File: config.mk
export PLATFORM = sky130hd
export DESIGN_NAME = timer_poller_flat
export DESIGN_NICKNAME = d
export VERILOG_FILES = /design/src/rtl/timer_poller_if.sv /design/src/rtl/timer_poller.sv /design/src/flat_wrapper.sv
export SDC_FILE = /design/constraint.sdc
export NUM_CORES = 1
export LEC_CHECK = 0
export BUFFER_PORTS_ARGS = -buffer_cell sky130_fd_sc_hd__buf_4
export CAP_MARGIN = 0
export CELL_PAD_IN_SITES_DETAIL_PLACEMENT = 1
export CELL_PAD_IN_SITES_GLOBAL_PLACEMENT = 2
export CORE_ASPECT_RATIO = 0.6
export CORE_MARGIN = 2
export CORE_UTILIZATION = 30
export CTS_CLUSTER_DIAMETER = 80
export DETAILED_ROUTE_END_ITERATION = 10
export PLACE_DENSITY_LB_ADDON = 0.05
export SYNTH_ARGS = -nofsm -noshare
export SYNTH_HDL_FRONTEND = slang
export SYNTH_SLANG_ARGS = --single-unit
File: constraint.sdc
create_clock -name clk -period 2.5 [get_ports clk]
set_input_delay 0.5 -clock clk [delete_from_list [all_inputs] [get_ports clk]]
set_output_delay 0.5 -clock clk [all_outputs]
set_load 0.01 [all_outputs]
File: src/rtl/timer_poller_if.sv
// -----------------------------------------------------------------------------
// timer_poller_if
// Peripheral bus between the timer poller (initiator) and the memory-mapped
// timer (target).
//   bus_addr   16  address driven by the initiator
//   bus_we      1  write strobe, one cycle per write
//   bus_wdata   8  write data
//   bus_rdata   8  read data from the target, combinational; bit0 = triggered
// Modports: master (initiator side), slave (target side).
// -----------------------------------------------------------------------------
interface timer_poller_if;
    logic [15:0] bus_addr;
    logic        bus_we;
    logic [7:0]  bus_wdata;
    logic [7:0]  bus_rdata;

    modport master (
        output bus_addr,
        output bus_we,
        output bus_wdata,
        input  bus_rdata
    );

    modport slave (
        input  bus_addr,
        input  bus_we,
        input  bus_wdata,
        output bus_rdata
    );
endinterface

File: src/rtl/timer_poller.sv
// -----------------------------------------------------------------------------
// timer_poller
// Bus initiator that owns the memory-mapped timer. On start it programs the
// 32-bit trigger period MSB first, clears the timer, then polls the triggered
// flag. Each trigger is acknowledged by clearing the timer and produces a
// one-cycle tick.
//
// Ports
//   clk         clock
//   rst         asynchronous, active-high reset
//   start       pulse: latch period and begin programming (ignored while busy)
//   stop        pulse: return to IDLE at the next poll (held pending)
//   period      trigger value P; 0 selects DEFAULT_PERIOD
//   bus         timer_poller_if.master (bus_addr/bus_we/bus_wdata/bus_rdata)
//   busy        high in every state except IDLE
//   tick        one-cycle pulse per acknowledged trigger
//   tick_count  acknowledged triggers since last start, wraps 0xFFFF -> 0
//   wdog_err    sticky: no trigger within P+WDOG_MARGIN poll cycles
//
// Build option: define TIMER_POLLER_WDOG_EN to include the poll watchdog;
// otherwise wdog_err is tied to 0.
//
// Timer addresses come from the ADDR_TMR_* macros when constants.v is read
// ahead of this file; the fallbacks below are used otherwise.
//
// state | meaning
// IDLE  | waiting for start, bus quiet
// WR3   | writing P[31:24] to TMR_3
// WR2   | writing P[23:16] to TMR_2
// WR1   | writing P[15:8]  to TMR_1
// WR0   | writing P[7:0]   to TMR_0
// CLR   | clearing the timer, tick_count reset
// POLL  | reading the triggered flag, honouring a pending stop
// ACK   | clearing the timer after a trigger, tick pulse
// -----------------------------------------------------------------------------
`ifndef ADDR_TMR_0
`define ADDR_TMR_0 16'h0010
`endif
`ifndef ADDR_TMR_1
`define ADDR_TMR_1 16'h0011
`endif
`ifndef ADDR_TMR_2
`define ADDR_TMR_2 16'h0012
`endif
`ifndef ADDR_TMR_3
`define ADDR_TMR_3 16'h0013
`endif
`ifndef ADDR_TMR_RST
`define ADDR_TMR_RST 16'h0014
`endif

module timer_poller #(
    parameter logic [31:0] DEFAULT_PERIOD = 32'h004C4B40,
    parameter int unsigned WDOG_MARGIN    = 8
) (
    input  logic               clk,
    input  logic               rst,
    input  logic               start,
    input  logic               stop,
    input  logic [31:0]        period,
    timer_poller_if.master     bus,
    output logic               busy,
    output logic               tick,
    output logic [15:0]        tick_count,
    output logic               wdog_err
);

    localparam logic [15:0] A_TMR_0   = `ADDR_TMR_0;
    localparam logic [15:0] A_TMR_1   = `ADDR_TMR_1;
    localparam logic [15:0] A_TMR_2   = `ADDR_TMR_2;
    localparam logic [15:0] A_TMR_3   = `ADDR_TMR_3;
    localparam logic [15:0] A_TMR_RST = `ADDR_TMR_RST;

    typedef enum logic [2:0] {
        S_IDLE, S_WR3, S_WR2, S_WR1, S_WR0, S_CLR, S_POLL, S_ACK
    } state_t;

    state_t      state;
    logic [31:0] p_q;
    logic        stop_pend;
    logic [31:0] p_new;
    logic        trig_seen;
    logic        unused_rdata;

    assign p_new        = (period == 32'd0) ? DEFAULT_PERIOD : period;
    assign trig_seen    = bus.bus_rdata[0];
    assign unused_rdata = ^bus.bus_rdata[7:1];

    always_ff @(posedge clk or posedge rst) begin
        if (rst) begin
            state         <= S_IDLE;
            p_q           <= 32'd0;
            stop_pend     <= 1'b0;
            bus.bus_addr  <= 16'd0;
            bus.bus_we    <= 1'b0;
            bus.bus_wdata <= 8'd0;
            busy          <= 1'b0;
            tick          <= 1'b0;
            tick_count    <= 16'd0;
        end else begin
            tick <= 1'b0;
            // A stop raised anywhere outside IDLE waits here until POLL.
            if (stop) begin
                stop_pend <= 1'b1;
            end
            case (state)
                S_IDLE: begin
                    stop_pend <= 1'b0;
                    if (start) begin
                        p_q           <= p_new;
                        state         <= S_WR3;
                        busy          <= 1'b1;
                        bus.bus_we    <= 1'b1;
                        bus.bus_addr  <= A_TMR_3;
                        bus.bus_wdata <= p_new[31:24];
                    end
                end
                S_WR3: begin
                    state         <= S_WR2;
                    bus.bus_addr  <= A_TMR_2;
                    bus.bus_wdata <= p_q[23:16];
                end
                S_WR2: begin
                    state         <= S_WR1;
                    bus.bus_addr  <= A_TMR_1;
                    bus.bus_wdata <= p_q[15:8];
                end
                S_WR1: begin
                    state         <= S_WR0;
                    bus.bus_addr  <= A_TMR_0;
                    bus.bus_wdata <= p_q[7:0];
                end
                S_WR0: begin
                    state         <= S_CLR;
                    bus.bus_addr  <= A_TMR_RST;
                    bus.bus_wdata <= 8'd0;
                    tick_count    <= 16'd0;
                end
                S_CLR: begin
                    state      <= S_POLL;
                    bus.bus_we <= 1'b0;
                end
                S_POLL: begin
                    if (stop_pend) begin
                        state         <= S_IDLE;
                        stop_pend     <= 1'b0;
                        busy          <= 1'b0;
                        bus.bus_we    <= 1'b0;
                        bus.bus_addr  <= 16'd0;
                        bus.bus_wdata <= 8'd0;
                    end else if (trig_seen) begin
                        state      <= S_ACK;
                        bus.bus_we <= 1'b1;
                        tick       <= 1'b1;
                        tick_count <= tick_count + 16'd1;
                    end
                end
                S_ACK: begin
                    state      <= S_POLL;
                    bus.bus_we <= 1'b0;
                end
                default: begin
                    state <= S_IDLE;
                end
            endcase
        end
    end

`ifdef TIMER_POLLER_WDOG_EN
    logic [32:0] poll_cnt;
    logic [32:0] wdog_limit;

    assign wdog_limit = {1'b0, p_q} + 33'(WDOG_MARGIN);

    // Counts POLL cycles without a trigger; reset on entry to CLR and ACK.
    always_ff @(posedge clk or posedge rst) begin
        if (rst) begin
            poll_cnt <= 33'd0;
            wdog_err <= 1'b0;
        end else begin
            if (state == S_IDLE && start) begin
                wdog_err <= 1'b0;
            end
            if (state == S_WR0) begin
                poll_cnt <= 33'd0;
            end else if (state == S_POLL && !stop_pend) begin
                if (trig_seen) begin
                    poll_cnt <= 33'd0;
                end else begin
                    poll_cnt <= poll_cnt + 33'd1;
                    if (poll_cnt + 33'd1 >= wdog_limit) begin
                        wdog_err <= 1'b1;
                    end
                end
            end
        end
    end
`else
    logic [31:0] unused_wdog_margin;
    assign unused_wdog_margin = WDOG_MARGIN;
    assign wdog_err           = 1'b0;
`endif

endmodule

File: src/flat_wrapper.sv
// flat-port wrapper written by rule: the top's interface ports become plain ports
module timer_poller_flat 
#(
    parameter logic [31:0] DEFAULT_PERIOD = 32'h004C4B40,
    parameter int unsigned WDOG_MARGIN    = 8
)
  (clk, rst, start, stop, period, busy, tick, tick_count, wdog_err, bus_bus_addr, bus_bus_we, bus_bus_wdata, bus_bus_rdata);
  timer_poller_if bus_i ();
  input  logic clk;
  input  logic rst;
  input  logic start;
  input  logic stop;
  input  logic [31:0] period;
  output logic busy;
  output logic tick;
  output logic [15:0] tick_count;
  output logic wdog_err;
  output wire logic [$bits(bus_i.bus_addr)-1:0] bus_bus_addr;
  output wire logic [$bits(bus_i.bus_we)-1:0] bus_bus_we;
  output wire logic [$bits(bus_i.bus_wdata)-1:0] bus_bus_wdata;
  input wire logic [$bits(bus_i.bus_rdata)-1:0] bus_bus_rdata;
  assign bus_bus_addr = bus_i.bus_addr;
  assign bus_bus_we = bus_i.bus_we;
  assign bus_bus_wdata = bus_i.bus_wdata;
  assign bus_i.bus_rdata = bus_bus_rdata;
  timer_poller #(.DEFAULT_PERIOD(DEFAULT_PERIOD), .WDOG_MARGIN(WDOG_MARGIN)) u_core (.clk(clk), .rst(rst), .start(start), .stop(stop), .period(period), .bus(bus_i), .busy(busy), .tick(tick), .tick_count(tick_count), .wdog_err(wdog_err));
endmodule
==> results of run 1 <==
-- cell families after synthesis --
family                     count (synthesis)  share of synthesized area
other                                      1                    0.00122
xor gates and xnor gates                   8                     0.0228
DFF                                       59                      0.479
muxes                                     21                     0.0691
buffers and inverters                     51                     0.0817
adders and majority gates                  1                    0.00406
AOI/OAI and AO/OA                         71                      0.144
and+or+nand+nor                          135                      0.197
-- registers in the layout, indices dropped and copies added, names as in the netlist, 3 cells and up --
register / cells
u_core.bus.bus_wdata: 8
u_core.state: 3
u_core.tick_count: 16
u_core.p_q: 24
u_core.bus.bus_addr: 4
-- cells in the final DEF, fill, tap and decap left out, drive strengths merged, types with 2 or more instances in the layout --
master	count
dfrtp	59
o21ai	11
nand4b	2
inv	18
conb	13
buf	79
mux2	2
nand2b	5
nand3	5
a2111oi	3
o22a	2
clkbuf	14
nor2	31
mux2i	19
or3	2
nor3	6
a211oi	12
clkinv	2
nand2	62
a21o	2
a21oi	31
nand4	6
nor4	9
xnor2	7
a311oi	2
-- tightest hold or removal path, cell delays in order --
cell and delay, ps:
buf_4 110, inv_2 60, buf_12 300
-- synth_stat cells (3+ instances only) --
library cell | instances | area, um^2
nor2_1 | 31 | 116
inv_1 | 18 | 67.6
nand4_1 | 6 | 37.5
nor3_1 | 6 | 30.0
nand2b_1 | 5 | 31.3
a211oi_1 | 12 | 90.1
buf_2 | 3 | 15.0
a2111oi_0 | 3 | 26.3
buf_4 | 13 | 97.6
o21ai_0 | 11 | 55.1
nand3_1 | 5 | 25.0
xnor2_1 | 7 | 61.3
clkbuf_1 | 14 | 52.6
nand2_1 | 62 | 233
nor4_1 | 9 | 56.3
dfrtp_1 | 59 | 1480
a21oi_1 | 30 | 150
mux2i_1 | 19 | 190
-- layout make-up --
cell class	instances	area share
Clock buffer	14	0.0662
Timing Repair Buffer	79	0.152
Multi-Input combinational cell	249	0.350
Tap cell	135	0.0423
Sequential cell	59	0.370
Clock inverter	2	0.00251
Inverter	18	0.0169
-- per-stage QoR --
step | setup slack [ps] | instances | hold WS (ps) | util
finish | 596 | 556 | 240 | 0.402
floorplan | 544 | 359 | 445 | -
global placement | 549 | 540 | 462 | 0.375
detailed placement | 543 | 540 | 464 | 0.375
global route | 470 | 556 | 261 | 0.402
CTS | 571 | 556 | 246 | 0.402
-- power breakdown --
| part | internal (uW) | switching, uW | total (uW) |
|---|---|---|---|
| Clock | 721 | 422 | 1140 |
| Combinational | 776 | 1080 | 1860 |
| Sequential | 1300 | 275 | 1570 |
| Total | 2800 | 1780 | 4570 |
-- per-layer routing --
metal | up-vias | wire (um) | GRT usage
li1 | 1309 | - | -
met1 | 1337 | 5170 | 0.278
met2 | 66 | 3480 | 0.232
met3 | 11 | 496 | 0.0586
met4 | 0 | 81 | 0.0474
met5 | - | 0 | 0
-- worst paths after layout --
path / start / cells after the start / endpoint / slack, ps
worst max register to register: u_core.stop_pend$_DFF_PP0_ / 4 / u_core.tick_count[11]$_DFFE_PP0P_ / 600
max in group asynchronous: rst / 3 / u_core.p_q[23]$_DFFE_PP0P_ / 1990
worst min-delay path: rst / 3 / u_core.tick_count[0]$_DFFE_PP0P_ / 240
min in group clk: period[16] / 3 / u_core.p_q[16]$_DFFE_PP0P_ / 360
worst max-delay path: u_core.stop_pend$_DFF_PP0_ / 4 / u_core.tick_count[11]$_DFFE_PP0P_ / 600
worst min register to register: u_core.p_q[7]$_DFFE_PP0P_ / 2 / u_core.p_q[7]$_DFFE_PP0P_ / 480
==> flow_summary.json, run 1 <==
{
  "synth.distinct_cells": 45,
  "min_path_type": "in -> async",
  "cts_resized": 0,
  "groute.usage.overall": 0.180,
  "clock_sinks": 59,
  "crit_type": "reg -> reg",
  "clock_skew_ps": 5.21,
  "path_max_fanout": 6,
  "fp-row-count": 28,
  "numCtsBuffers": 9,
  "wl_um": 9230,
  "worstMarginPinSlew_ps": 607,
  "dpl_cell_area_mm2": 0.00371,
  "ir_drop_uv": 453,
  "clk_latency_ps": 340,
  "cts_tree": "done",
  "dr.pass1.iters": 4,
  "postRouteAntennaNets": 0,
  "finalSetupViolCount": 0,
  "clockRootBuffer": "clkbuf_16",
  "p_leak_uw": 0.00193,
  "path_buf_inv": 0,
  "cts.reportedPaths.clkPinSlew_ps": 50,
  "worstPathRequired_ps": 2760,
  "synth_edf_count": 0,
  "endpoint_kind": "flip-flop",
  "nets": 461,
  "synthesis.area_mm2": 0.00308,
  "drc": 0,
  "ys_seq_area_frac": 0.479,
  "seqCellArea_mm2": 0.00148,
  "critPathLaunchType": "flip-flop",
  "grt_max_degree": 60,
  "portBuffers": 67,
  "num_vias": 2723,
  "avgRoutedWirePerCell_um": 16.6,
  "viasPerCell": 4.90,
  "slew_headroom": 0.595,
  "clock_path_buffers": 2,
  "area_delta_synth_final_pct": 29.5,
  "fin_tns_setup_ps": 0,
  "grt-ovfl-total": 0,
  "crit_family": "compound AO/OA/AOI/OAI gates",
  "finalHoldViolations": 0,
  "async_flop_share": 1.00,
  "path_cells": "nand2b_1, a2111o_1, or3_1, a21oi_1",
  "final_cell_area_mm2": 0.00399,
  "ys_seq_elements": 59,
  "finalMaxSlewViolations": 0,
  "multiInputGateArea_mm2": 0.00140,
  "drive_gt1_frac": 0.230,
  "avgSynthCellArea_um2": 8.87,
  "status": "complete, no violations",
  "die_width_um": 135,
  "detailed_place_hpwl_um": 6760,
  "powerDensity_mw_per_mm2": 1150,
  "dominantRegCellSynth": "dfrtp_1",
  "cts-htree-levels": 3,
  "grt_antenna_before_repair": 0,
  "antenna_cells": 0,
  "fmax_mhz": 525,
  "grt_pass1_vias": 2678,
  "crit_slowest_cell": "a2111o_1",
  "ys.warnings.count": 0,
  "maxCapViolCount": 0,
  "finalCritPeriodShare": 0.762,
  "synthCells": 347,
  "power_uw": 4570,
  "slowest_delay_ps": 560,
  "core_area_mm2": 0.00991,
  "rsz0062_at_grt": "false",
  "ios": 88,
  "start_util": 0.311,
  "die_h_um": 82.5,
  "drt_iter0_markers": 126,
  "cp_data_arrival_time_ps": 2160,
  "place_congestion": 0.727,
  "die_area_mm2": 0.0111,
  "period_needed_ps": 1900,
  "fillers": 1175,
  "post_cts_buffers": 0,
  "grt_first_pass_wirelength_um": 14700,
  "cts_hold_buf": 0
}
Note: power is estimated with default switching activity, not from simulation.
==> inputs of run 2 (changes only) <==
- CORE_UTILIZATION: 30 -> 27
- clock period: 2.5 -> 1.5 ns (I/O delays scaled with it)
==> flow_summary.json, run 2 (synthesized netlist as in run 1, its figures left out) <==
{
  "top_regs": "u_core.p_q: 24 flops, u_core.tick_count: 16 flops, u_core.bus.bus_wdata: 8 flops",
  "place_congestion": 0.730,
  "finalMaxSlewViolations": 0,
  "dr.pass1.iters": 4,
  "drc": 0,
  "cts_hold_buf": 0,
  "groute.usage.overall": 0.180,
  "place_inst": 602,
  "core_area_mm2": 0.0112,
  "nets": 529,
  "power_uw": 9430,
  "maxCapViolCount": 0,
  "drt_iter0_markers": 133,
  "portBuffers": 67,
  "die_h_um": 86.7,
  "clock_skew_ps": 7.06,
  "viasPerCell": 4.68,
  "r2r_setup_slack_ps": -130,
  "path_cells": "buf_12, a2111o_1, or3_1, a21oi_2",
  "path_max_fanout": 6,
  "fp-row-count": 30,
  "start_util": 0.274,
  "critPathLaunchType": "flip-flop",
  "failed_checks": "setup timing",
  "slowest_delay_ps": 490,
  "powerDensity_mw_per_mm2": 1920,
  "clock_sinks": 59,
  "clk_latency_ps": 330,
  "cts-htree-levels": 3,
  "min_path_type": "in -> async",
  "clock_path_buffers": 2,
  "fmax_mhz": 614,
  "crit_family": "compound AO/OA/AOI/OAI gates",
  "setup_ws_ps": -129,
  "finalSetupViolCount": 6,
  "cp_data_arrival_time_ps": 1890,
  "rsz0062_at_grt": "true",
  "period_needed_ps": 1630,
  "worstPathRequired_ps": 1760,
  "grt-ovfl-total": 0,
  "p_leak_uw": 0.00235,
  "path_buf_inv": 1,
  "crit_cells": 4,
  "numCtsBuffers": 9,
  "clockRootBuffer": "clkbuf_16",
  "dpl_cell_area_mm2": 0.00419,
  "r2r_start": "u_core.state[1]$_DFFE_PP0P_",
  "largest_reg_flops": 24,
  "final_common_cell": "buf_4",
  "finalCritPeriodShare": 1.09,
  "cts_tree": "done",
  "grt_pass1_vias": 3058,
  "pre_cts_ws_ps": -228,
  "detailed_place_hpwl_um": 7490,
  "ios": 88,
  "grt_antenna_before_repair": 0,
  "cp-endpoint": "u_core.tick_count[15]$_DFFE_PP0P_",
  "cts.reportedPaths.clkPinSlew_ps": 50,
  "grt_max_degree": 60,
  "grt_first_pass_wirelength_um": 16800,
  "endpoint_kind": "flip-flop",
  "avgRoutedWirePerCell_um": 17.1,
  "drive_gt1_frac": 0.405,
  "stdcell_count": 633,
  "crit_slowest_cell": "a2111o_1",
  "postRouteAntennaNets": 0,
  "area_delta_synth_final_pct": 59.7,
  "crit_type": "reg -> reg",
  "wl_um": 10800,
  "r2r-end": "u_core.tick_count[15]$_DFFE_PP0P_",
  "ir_drop_uv": 820,
  "finalHoldViolations": 0,
  "final_cell_area_mm2": 0.00492,
  "regMostFlops": "u_core.p_q",
  "die_area_mm2": 0.0123,
  "layout_common_cells": "buf_4 (131), nand2_1 (62), dfrtp_1 (56), nor2_1 (30), a21oi_1 (25)",
  "die_width_um": 142,
  "startpoint": "u_core.state[1]$_DFFE_PP0P_",
  "r2r_cells": 4,
  "antenna_cells": 0,
  "num_vias": 2965,
  "status": "finished with violations"
}
[run 2: cell type report]
| type | count | area, um^2 |
|---|---|---|
| repair buffers | 147 | 1290 |
| clock buffers | 9 | 225 |
| multi-input cells | 249 | 1580 |
| flip-flops and latches | 59 | 1480 |
| well taps | 144 | 180 |
| clock inverters | 7 | 78.8 |
| inverters | 18 | 78.8 |
| fillers | 1291 | 6310 |
[run 2: where the power goes]
group          total [uW]  switching, uW  internal [uW]  leakage (uW)
logic                4770           2420           2340       0.00147
registers            2560            394           2170      0.000739
clock network        2100            807           1290      0.000138
total                9430           3620           5800       0.00235
[run 2: stage by stage]
step                hold WS (ps)  TNS, ps   util
floorplan                    399     -172      -
detailed placement           422    -3990  0.373
finish                      49.2     -497  0.438
global placement             424    -4030  0.373
CTS                         62.3     -463  0.414
global route                80.0    -1310  0.438
[run 2: worst min-delay path: stages]
cell and delay, ps:
buf_4 120, clkinvlp_4 70, buf_12 290
[run 2: worst min-delay path by stage]
stage                                                    end  slack, ps  depth (start not counted)
after detailed placement               u_core.tick$_DFF_PP0_        420                          3
final                                  u_core.tick$_DFF_PP0_         50                          3
after global placement                 u_core.tick$_DFF_PP0_        420                          3
after global routing                   u_core.tick$_DFF_PP0_         80                          3
after floorplan           u_core.bus.bus_addr[0]$_DFFE_PP0P_        400                          1
after CTS                              u_core.tick$_DFF_PP0_         60                          3
[run 2: routing by layer]
metal	wire length [um]	up-vias	global-route usage
met5	0	-	0
met4	77	0	0.0409
met3	435	6	0.0475
met2	4220	65	0.245
met1	6100	1439	0.279
li1	-	1455	-
[run 2: repair_timing]
item                                    CTS  global route
buffers inserted                          7             3
gates cloned                              1             4
pin swaps                                 4             6
endpoints found under the setup margin   42            35
resized for setup                        19            38
